$ cat config.mk
export PLATFORM = sky130hd
export DESIGN_NAME = fpnew_result_buffer
export DESIGN_NICKNAME = d
export VERILOG_FILES = /design/src/rtl/fpnew_result_buffer.sv
export SDC_FILE = /design/constraint.sdc
export NUM_CORES = 1
export LEC_CHECK = 0
export BUFFER_PORTS_ARGS = -buffer_cell sky130_fd_sc_hd__clkbuf_2
export CAP_MARGIN = 0
export CORE_UTILIZATION = 37
export DETAILED_ROUTE_END_ITERATION = 8
export GPL_ROUTABILITY_DRIVEN = 1
export SYNTH_ARGS = -nofsm -noshare
export SYNTH_HDL_FRONTEND = slang
export SYNTH_SLANG_ARGS = --single-unit
$ cat constraint.sdc
create_clock -name clk_i -period 21 [get_ports clk_i]
set_input_delay 1.05 -clock clk_i [delete_from_list [all_inputs] [get_ports clk_i]]
set_output_delay 1.05 -clock clk_i [all_outputs]
set_load 0.02 [all_outputs]
$ cat src/rtl/fpnew_result_buffer.sv
// fpnew_result_buffer
// Small valid/ready FIFO placed after an FPU operation-group block. It holds
// the arbitrated result, status flags, extension bit and tag until the
// writeback port accepts them. It also accumulates sticky IEEE exception
// flags from delivered results and reports occupancy and busy state.
//
// Optional feature: define FPNEW_RESULT_BUF_BYPASS_EN to let an entry that
// arrives at an empty buffer appear on the outputs in the same cycle. If
// downstream accepts it in that cycle, the entry is never written. Without
// the macro, the outputs come only from storage, with one cycle of minimum
// latency.
module fpnew_result_buffer #(
    parameter int unsigned Width    = 64,
    parameter int unsigned TagWidth = 8,
    parameter int unsigned Depth    = 2
) (
    input  logic                       clk_i,
    input  logic                       rst_ni,
    input  logic [Width-1:0]           in_result_i,
    input  logic [4:0]                 in_status_i,
    input  logic                       in_ext_bit_i,
    input  logic [TagWidth-1:0]        in_tag_i,
    input  logic                       in_valid_i,
    output logic                       in_ready_o,
    input  logic                       flush_i,
    output logic [Width-1:0]           out_result_o,
    output logic [4:0]                 out_status_o,
    output logic                       out_ext_bit_o,
    output logic [TagWidth-1:0]        out_tag_o,
    output logic                       out_valid_o,
    input  logic                       out_ready_i,
    output logic [4:0]                 fflags_o,
    input  logic                       clr_fflags_i,
    output logic [$clog2(Depth):0]     count_o,
    output logic                       busy_o
);

    localparam int unsigned PtrW = $clog2(Depth);
    localparam int unsigned CntW = PtrW + 1;
    localparam logic [CntW-1:0] DEPTH_C = CntW'(Depth);

    typedef struct packed {
        logic [Width-1:0]    result;
        logic [4:0]          status;
        logic                ext_bit;
        logic [TagWidth-1:0] tag;
    } entry_t;

    // Entry storage is deliberately left without reset; the outputs are
    // qualified by out_valid_o.
    entry_t          mem_r [Depth];
    logic [PtrW-1:0] wptr_r;
    logic [PtrW-1:0] rptr_r;
    logic [CntW-1:0] count_r;
    logic [4:0]      fflags_r;

    entry_t          in_entry_s;
    entry_t          head_s;
    logic            empty_s;
    logic            full_s;
    logic            bypass_s;
    logic            pass_s;
    logic            out_valid_s;
    logic            push_s;
    logic            pop_s;
    logic            wr_en_s;
    logic            rd_en_s;
    logic [4:0]      fflags_next_s;

    // Pack the incoming fields into one storage word.
    always_comb begin
        in_entry_s.result  = in_result_i;
        in_entry_s.status  = in_status_i;
        in_entry_s.ext_bit = in_ext_bit_i;
        in_entry_s.tag     = in_tag_i;
    end

    // Full and empty are derived only from the occupancy count.
    always_comb begin
        empty_s = (count_r == {CntW{1'b0}});
        full_s  = (count_r == DEPTH_C);
    end

`ifdef FPNEW_RESULT_BUF_BYPASS_EN
    // When the buffer is empty, a valid input is presented directly on the outputs.
    always_comb begin
        if (empty_s && in_valid_i && !flush_i) begin
            bypass_s = 1'b1;
        end else begin
            bypass_s = 1'b0;
        end
    end

    // Select the head entry: the bypassed input or the stored entry at rptr.
    always_comb begin
        if (bypass_s) begin
            head_s = in_entry_s;
        end else begin
            head_s = mem_r[rptr_r];
        end
    end
`else
    // No bypass: the outputs always come from storage.
    always_comb begin
        bypass_s = 1'b0;
        head_s   = mem_r[rptr_r];
    end
`endif

    // Handshakes and the storage and count update enables.
    always_comb begin
        out_valid_s = !empty_s || bypass_s;
        push_s      = in_valid_i && !full_s;
        pop_s       = out_valid_s && out_ready_i;
        // A bypassed entry consumed in the same cycle never touches storage.
        pass_s      = bypass_s && out_ready_i;
        wr_en_s     = push_s && !flush_i && !pass_s;
        rd_en_s     = pop_s && !flush_i && !pass_s;
    end

    // Sticky flags: an optional clear, then OR in the status of a delivered entry.
    always_comb begin
        if (clr_fflags_i) begin
            fflags_next_s = 5'b00000;
        end else begin
            fflags_next_s = fflags_r;
        end
        if (pop_s && !flush_i) begin
            fflags_next_s = fflags_next_s | head_s.status;
        end else begin
            fflags_next_s = fflags_next_s;
        end
    end

    // Pointers and occupancy. Flush has priority over push and pop.
    always_ff @(posedge clk_i or negedge rst_ni) begin
        if (!rst_ni) begin
            wptr_r  <= {PtrW{1'b0}};
            rptr_r  <= {PtrW{1'b0}};
            count_r <= {CntW{1'b0}};
        end else if (flush_i) begin
            wptr_r  <= {PtrW{1'b0}};
            rptr_r  <= {PtrW{1'b0}};
            count_r <= {CntW{1'b0}};
        end else begin
            if (wr_en_s) begin
                wptr_r <= wptr_r + {{(PtrW-1){1'b0}}, 1'b1};
            end
            if (rd_en_s) begin
                rptr_r <= rptr_r + {{(PtrW-1){1'b0}}, 1'b1};
            end
            case ({wr_en_s, rd_en_s})
                2'b10:   count_r <= count_r + {{(CntW-1){1'b0}}, 1'b1};
                2'b01:   count_r <= count_r - {{(CntW-1){1'b0}}, 1'b1};
                default: count_r <= count_r;
            endcase
        end
    end

    // Sticky exception flags. Flush does not clear them.
    always_ff @(posedge clk_i or negedge rst_ni) begin
        if (!rst_ni) begin
            fflags_r <= 5'b00000;
        end else begin
            fflags_r <= fflags_next_s;
        end
    end

    // Entry storage write. This storage has no reset.
    always_ff @(posedge clk_i) begin
        if (wr_en_s) begin
            mem_r[wptr_r] <= in_entry_s;
        end
    end

    assign in_ready_o    = !full_s;
    assign out_valid_o   = out_valid_s;
    assign out_result_o  = head_s.result;
    assign out_status_o  = head_s.status;
    assign out_ext_bit_o = head_s.ext_bit;
    assign out_tag_o     = head_s.tag;
    assign fflags_o      = fflags_r;
    assign count_o       = count_r;
    assign busy_o        = !empty_s || in_valid_i;

endmodule

## After elaboration in Yosys (flattened, before gate mapping)

Memories as Yosys holds them, arrays and structs flattened.
Cells that the tools add are included.

| operators by class | value |
|---|---|
| $add $sub $neg | 4 |
| eq/ne operators | 3 |
| mux-type cells | 10 |
| bitwise gates (word level) | 1 |
| reductions and logical operators | 12 |

Operators with widths:

| kind | count |
|---|---|
| 5-bit two-way mux | 2 |
| 1-bit two-way mux | 6 |
| 5-bit OR | 1 |
| 2-bit == test (second input constant) | 2 |
| 1-bit logical AND | 4 |
| 2-bit one-hot mux with 2 select lines | 1 |
| 2-bit nonzero test | 2 |
| 1-bit logical NOT | 3 |
| 3-bit nonzero test | 1 |
| 1-bit adder (second input constant) | 2 |
| 2-bit by 1-bit adder with 2-bit output (second input constant) | 1 |
| 2-bit by 1-bit == test with 1-bit output (second input constant) | 1 |
| 2-bit logical NOT | 1 |
| 2-bit two-way mux | 1 |
| 2-bit by 1-bit subtractor with 2-bit output (second input constant) | 1 |
| 1-bit logical OR | 1 |

| word-level totals | value |
|---|---|
| register bits | 9 |
| memory bits (writable) | 156 |
| bits of input ports | 84 |
| output and inout bits | 88 |
| logic and storage cells | 35 |
| memories | 1 |

Memory list:

| memory | words | bits a word | read ports | clocked after Yosys merged registers in | write ports | line | RTL |
|---|---|---|---|---|---|---|---|
| mem_r | 2 | 78 | 1 | 0 | 1 | 51 | `entry_t mem_r [Depth];` |

## Depth between registers and ports, before layout

| logic depth | value |
|---|---|
| depth in word-level cells | 7 |
| mapped depth | 4 |
| gate-level depth less buffers | 4 |

## Worst setup path before layout

Ideal clock, no wire load.

| timing | value |
|---|---|
| kind | in2reg |
| start | input in_valid_i |
| end | memory mem_r[1][0] (netlist name), enable pin |
| setup time | 0.626 ns |
| arrival time | 6.804 ns |
| required time | 20.374 ns |
| setup slack | 13.570 ns |
| cell stages on the path | 2 |
| buffers on the path | 0 |
| cells stage by stage | nand2_1 > nor3b_1 |

| on the way | value |
|---|---|
| longest elaborated chain between the ends | 4 |

RTL lines:

| element | line | RTL |
|---|---|---|
| from (decl) | 23 | `input logic in_valid_i,` |
| 1-bit logical AND | 113 | `push_s = in_valid_i && !full_s;` |
| 1-bit logical AND | 117 | `wr_en_s = push_s && !flush_i && !pass_s;` |
| 1-bit two-way mux | 171 | `if (wr_en_s) begin` |
| 1-bit two-way mux (implied by the code) | 172 | `mem_r[wptr_r] <= in_entry_s;` |
| to (decl) | 51 |  |

Every way passes these cells.

## Final worst setup path

| timing | value |
|---|---|
| start | register rptr_r |
| end | output out_result_o[18] |

| on the way | value |
|---|---|
| longest elaborated chain between the ends | 1 |

RTL lines:

| element | line | RTL |
|---|---|---|
| from (decl) | 53 | `logic [PtrW-1:0] rptr_r;` |
| from (signal assigned) | 139 | `rptr_r <= {PtrW{1'b0}};` |
| from (signal assigned) | 143 | `rptr_r <= {PtrW{1'b0}};` |
| from (signal assigned) | 150 | `rptr_r <= rptr_r + {{(PtrW-1){1'b0}}, 1'b1};` |
| memory 2 x 78 bit | -- |  |
| to (decl) | 26 | `output logic [Width-1:0] out_result_o,` |

Every way passes these cells.

==> run_results.csv <==
group,metric,value,unit
status,outcome,"complete, no violations",
route,vias,3185,
timing,hold_violations,0,
floorplanning,die_area,17680,um^2
route,drtIter0Drc,171,
logic_synthesis,synth_nets,366,
logic_synthesis,syn_area,6347,um^2
timing,timing.fmax,276.0,MHz
final_layout,finalNonFillerCells,701,
floorplanning,start_util,38.14,%
final_layout,num_antenna_cells,0,
route,wire_per_inst,15.93,um
clock_tree,numCtsBuffers,17,
clock_tree,cts_max_level,4,
route,wl,11160,um
clock_tree,clkSlewWorstSetupHoldPaths,0.06,ns
min_path,min_path_type,"in2async",
logic_synthesis,synthCells,282,
global_route,grt_max_degree,46,
route,ant_nets,0,
logic_synthesis,syn_avg_cell_area,22.51,um^2
clock_tree,insertion_delay,0.41,ns
timing,hold_slack,0.4870,ns
global_route,grt_usage,13.37,%
timing,fin_setup_tns,0,ns
timing,rsz0062_at_grt,"false",
placed_design,dp_hpwl,7408,um
run,cap_violations,0,
clock_tree,cts_tree,"built",
logic_synthesis,synth.distinct_cells,22,
timing,finalSetupViolations,0,
final_layout,nets,552,
global_route,grt_overflow,0,
timing,period_share,17.26,%
setup_path,setup.worst_path.end_class,"primary output",
setup_path,crit_required,19.95,ns
floorplanning,ios,172,
placed_design,gp_congestion,0.7304,
setup_path,critical_path_buf_inv_count,2,
global_route,grt_pass1_wl,17650,um
timing,relSlewSlack,50.87,%
setup_path,cp-start-kind,"register",
final_layout,fillerInstances,1445,
route,dr.pass1.iters,4,
power,p_leak,3.121,nW
timing,layout_setup_ws,17.38,ns
logic_synthesis,synth-seq-area-share,77.35,%
timing,tightestPinTransition,0.7369,ns
final_layout,syn_to_final_growth,24.84,%
power,peakVddDrop,60.01,uV
placed_design,dp_cells,669,
floorplanning,die_w,133.0,um
route,post_drt_via_cell_ratio,4.544,
clock_tree,postCtsSetupBuffers,0,
final_layout,mostFrequentLayoutCell,"clkbuf_2",
setup_path,worst_ep_arrival_time,2.57,ns
floorplanning,num_rows,47,
clock_tree,cts_max_path_buffers,2,
setup_path,crit_type,"reg2out",
clock_tree,cts.sinks,165,
logic_synthesis,yosysWarnings,0,
global_route,antenna_found_initial,1,
power,p_per_area,93.84,nW/um^2
floorplanning,core-area,16640,um^2
setup_path,crit_fanout,41,
placed_design,place_ws,17.77,ns
global_route,grt_pass1_vias,3484,
timing,layout_min_cycle_time,3.624,ns
final_layout,finish.utilization,47.61,%
clock_tree,cts_root_buf,"clkbuf_16",
timing,drv_slew,0,
setup_path,critPathMaxStageDelay,0.89,ns
timing,skew,0.009913,ns
logic_synthesis,ys_seq_elements,165,
clock_tree,cts-resized-gates,0,
setup_path,crit_family,"flip-flops",
route,remaining_drc_errors,0,
setup_path,slowest_stage,"dfrtp_4",
final_layout,final_layout_size_suffix_gt1_share,58.84,%
final_layout,layout_common_cells,"clkbuf_2 (171), edfxtp_1 (156), mux2_4 (60)",
placed_design,io_buffer_count,171,
floorplanning,die_h,133.0,um
clock_tree,ctsHoldBuffers,0,
setup_path,path_cells,"buf_4 > mux2_4 > clkbuf_2",
==> power by group <==
group,switching [mW],internal (mW)
clock network,0.117,0.173
logic,0.0403,0.0335
registers,0.00615,0.374
==> logic make-up (layout without fill, tap and decap cells) <==
kind of cell | count (synthesis) | after routing | share of synthesized area [%]
DFF | 165 | 165 | 77.35
muxes | 78 | 78 | 17.39
and+or+nand+nor | 11 | 11 | 0.9068
AOI/OAI and AO/OA | 14 | 14 | 1.518
buffers and inverters | 13 | 212 | 2.700
xor gates and xnor gates | 1 | 1 | 0.1380
==> worst paths after layout <==
path                                   from  cells past startpoint               end  slack [ns]
worst max-delay path                 rptr_r                      3  out_result_o[18]       17.38
worst min-delay path                 rst_ni                      1       fflags_o[0]        0.49
worst max register to register   count_o[1]                      5      mem_r[1][38]       19.08
worst min register to register  fflags_o[1]                      1       fflags_o[1]        0.52
max in group asynchronous            rst_ni                      1            rptr_r       20.30
min in group clk_i              fflags_o[1]                      1       fflags_o[1]        0.52
==> cells in the mapped netlist <==
cell type | n | area (um^2)
a22o_1 | 5 | 43.79
o211ai_1 | 1 | 7.510
mux2_4 | 60 | 900.9
nand2_1 | 2 | 7.510
nand3b_1 | 1 | 7.510
nor2b_2 | 1 | 8.760
a21oi_1 | 3 | 15.01
inv_1 | 4 | 15.01
or3_1 | 1 | 6.260
nor3_1 | 1 | 5.000
a22oi_1 | 1 | 7.510
o21ai_0 | 3 | 15.01
nor2_1 | 4 | 15.01
buf_2 | 1 | 5.000
dfrtp_1 | 9 | 225.2
a21o_1 | 1 | 7.510
mux2_2 | 18 | 202.7
nor3b_1 | 1 | 7.510
edfxtp_1 | 156 | 4684
buf_6 | 1 | 11.26
buf_12 | 7 | 140.1
xor2_1 | 1 | 8.760
==> sequential cells by signal, indices dropped and copies added (netlist names) <==
register / count
count_o: 2
fflags_o: 5
mem_r: 156
rptr_r: 1
wptr_r: 1
==> cell type report <==
cell class              count  area (um^2)  share of cell area [%]
clock buffers              21        440.4                   5.558
clock inverters            11        110.1                   1.390
inverters                   4        15.01                  0.1895
multi-input cells         104         1276                   16.11
flip-flops and latches    165         4913                   62.01
well taps                 220        275.3                   3.474
repair buffers            176        893.4                   11.27
==> per-layer routing <==
| layer | share of wire [%] | vias up | GRT usage [%] |
|---|---|---|---|
| met5 | 0.081 | - | 0 |
| met4 | 1.5 | 2 | 5.364 |
| met3 | 8.4 | 16 | 6.284 |
| met2 | 49 | 119 | 21.84 |
| met1 | 41 | 1563 | 15.09 |
| li1 | - | 1485 | - |
==> stage by stage <==
step,power (mW),instance area (um^2)
3_5_place_dp,0.4619,7373
6_report,0.7436,7924
2_1_floorplan,0.4392,6347
3_3_place_gp,0.4602,7373
4_1_cts,0.7555,7924
5_1_grt,0.7725,7924
(Power assumes the default switching activity.)
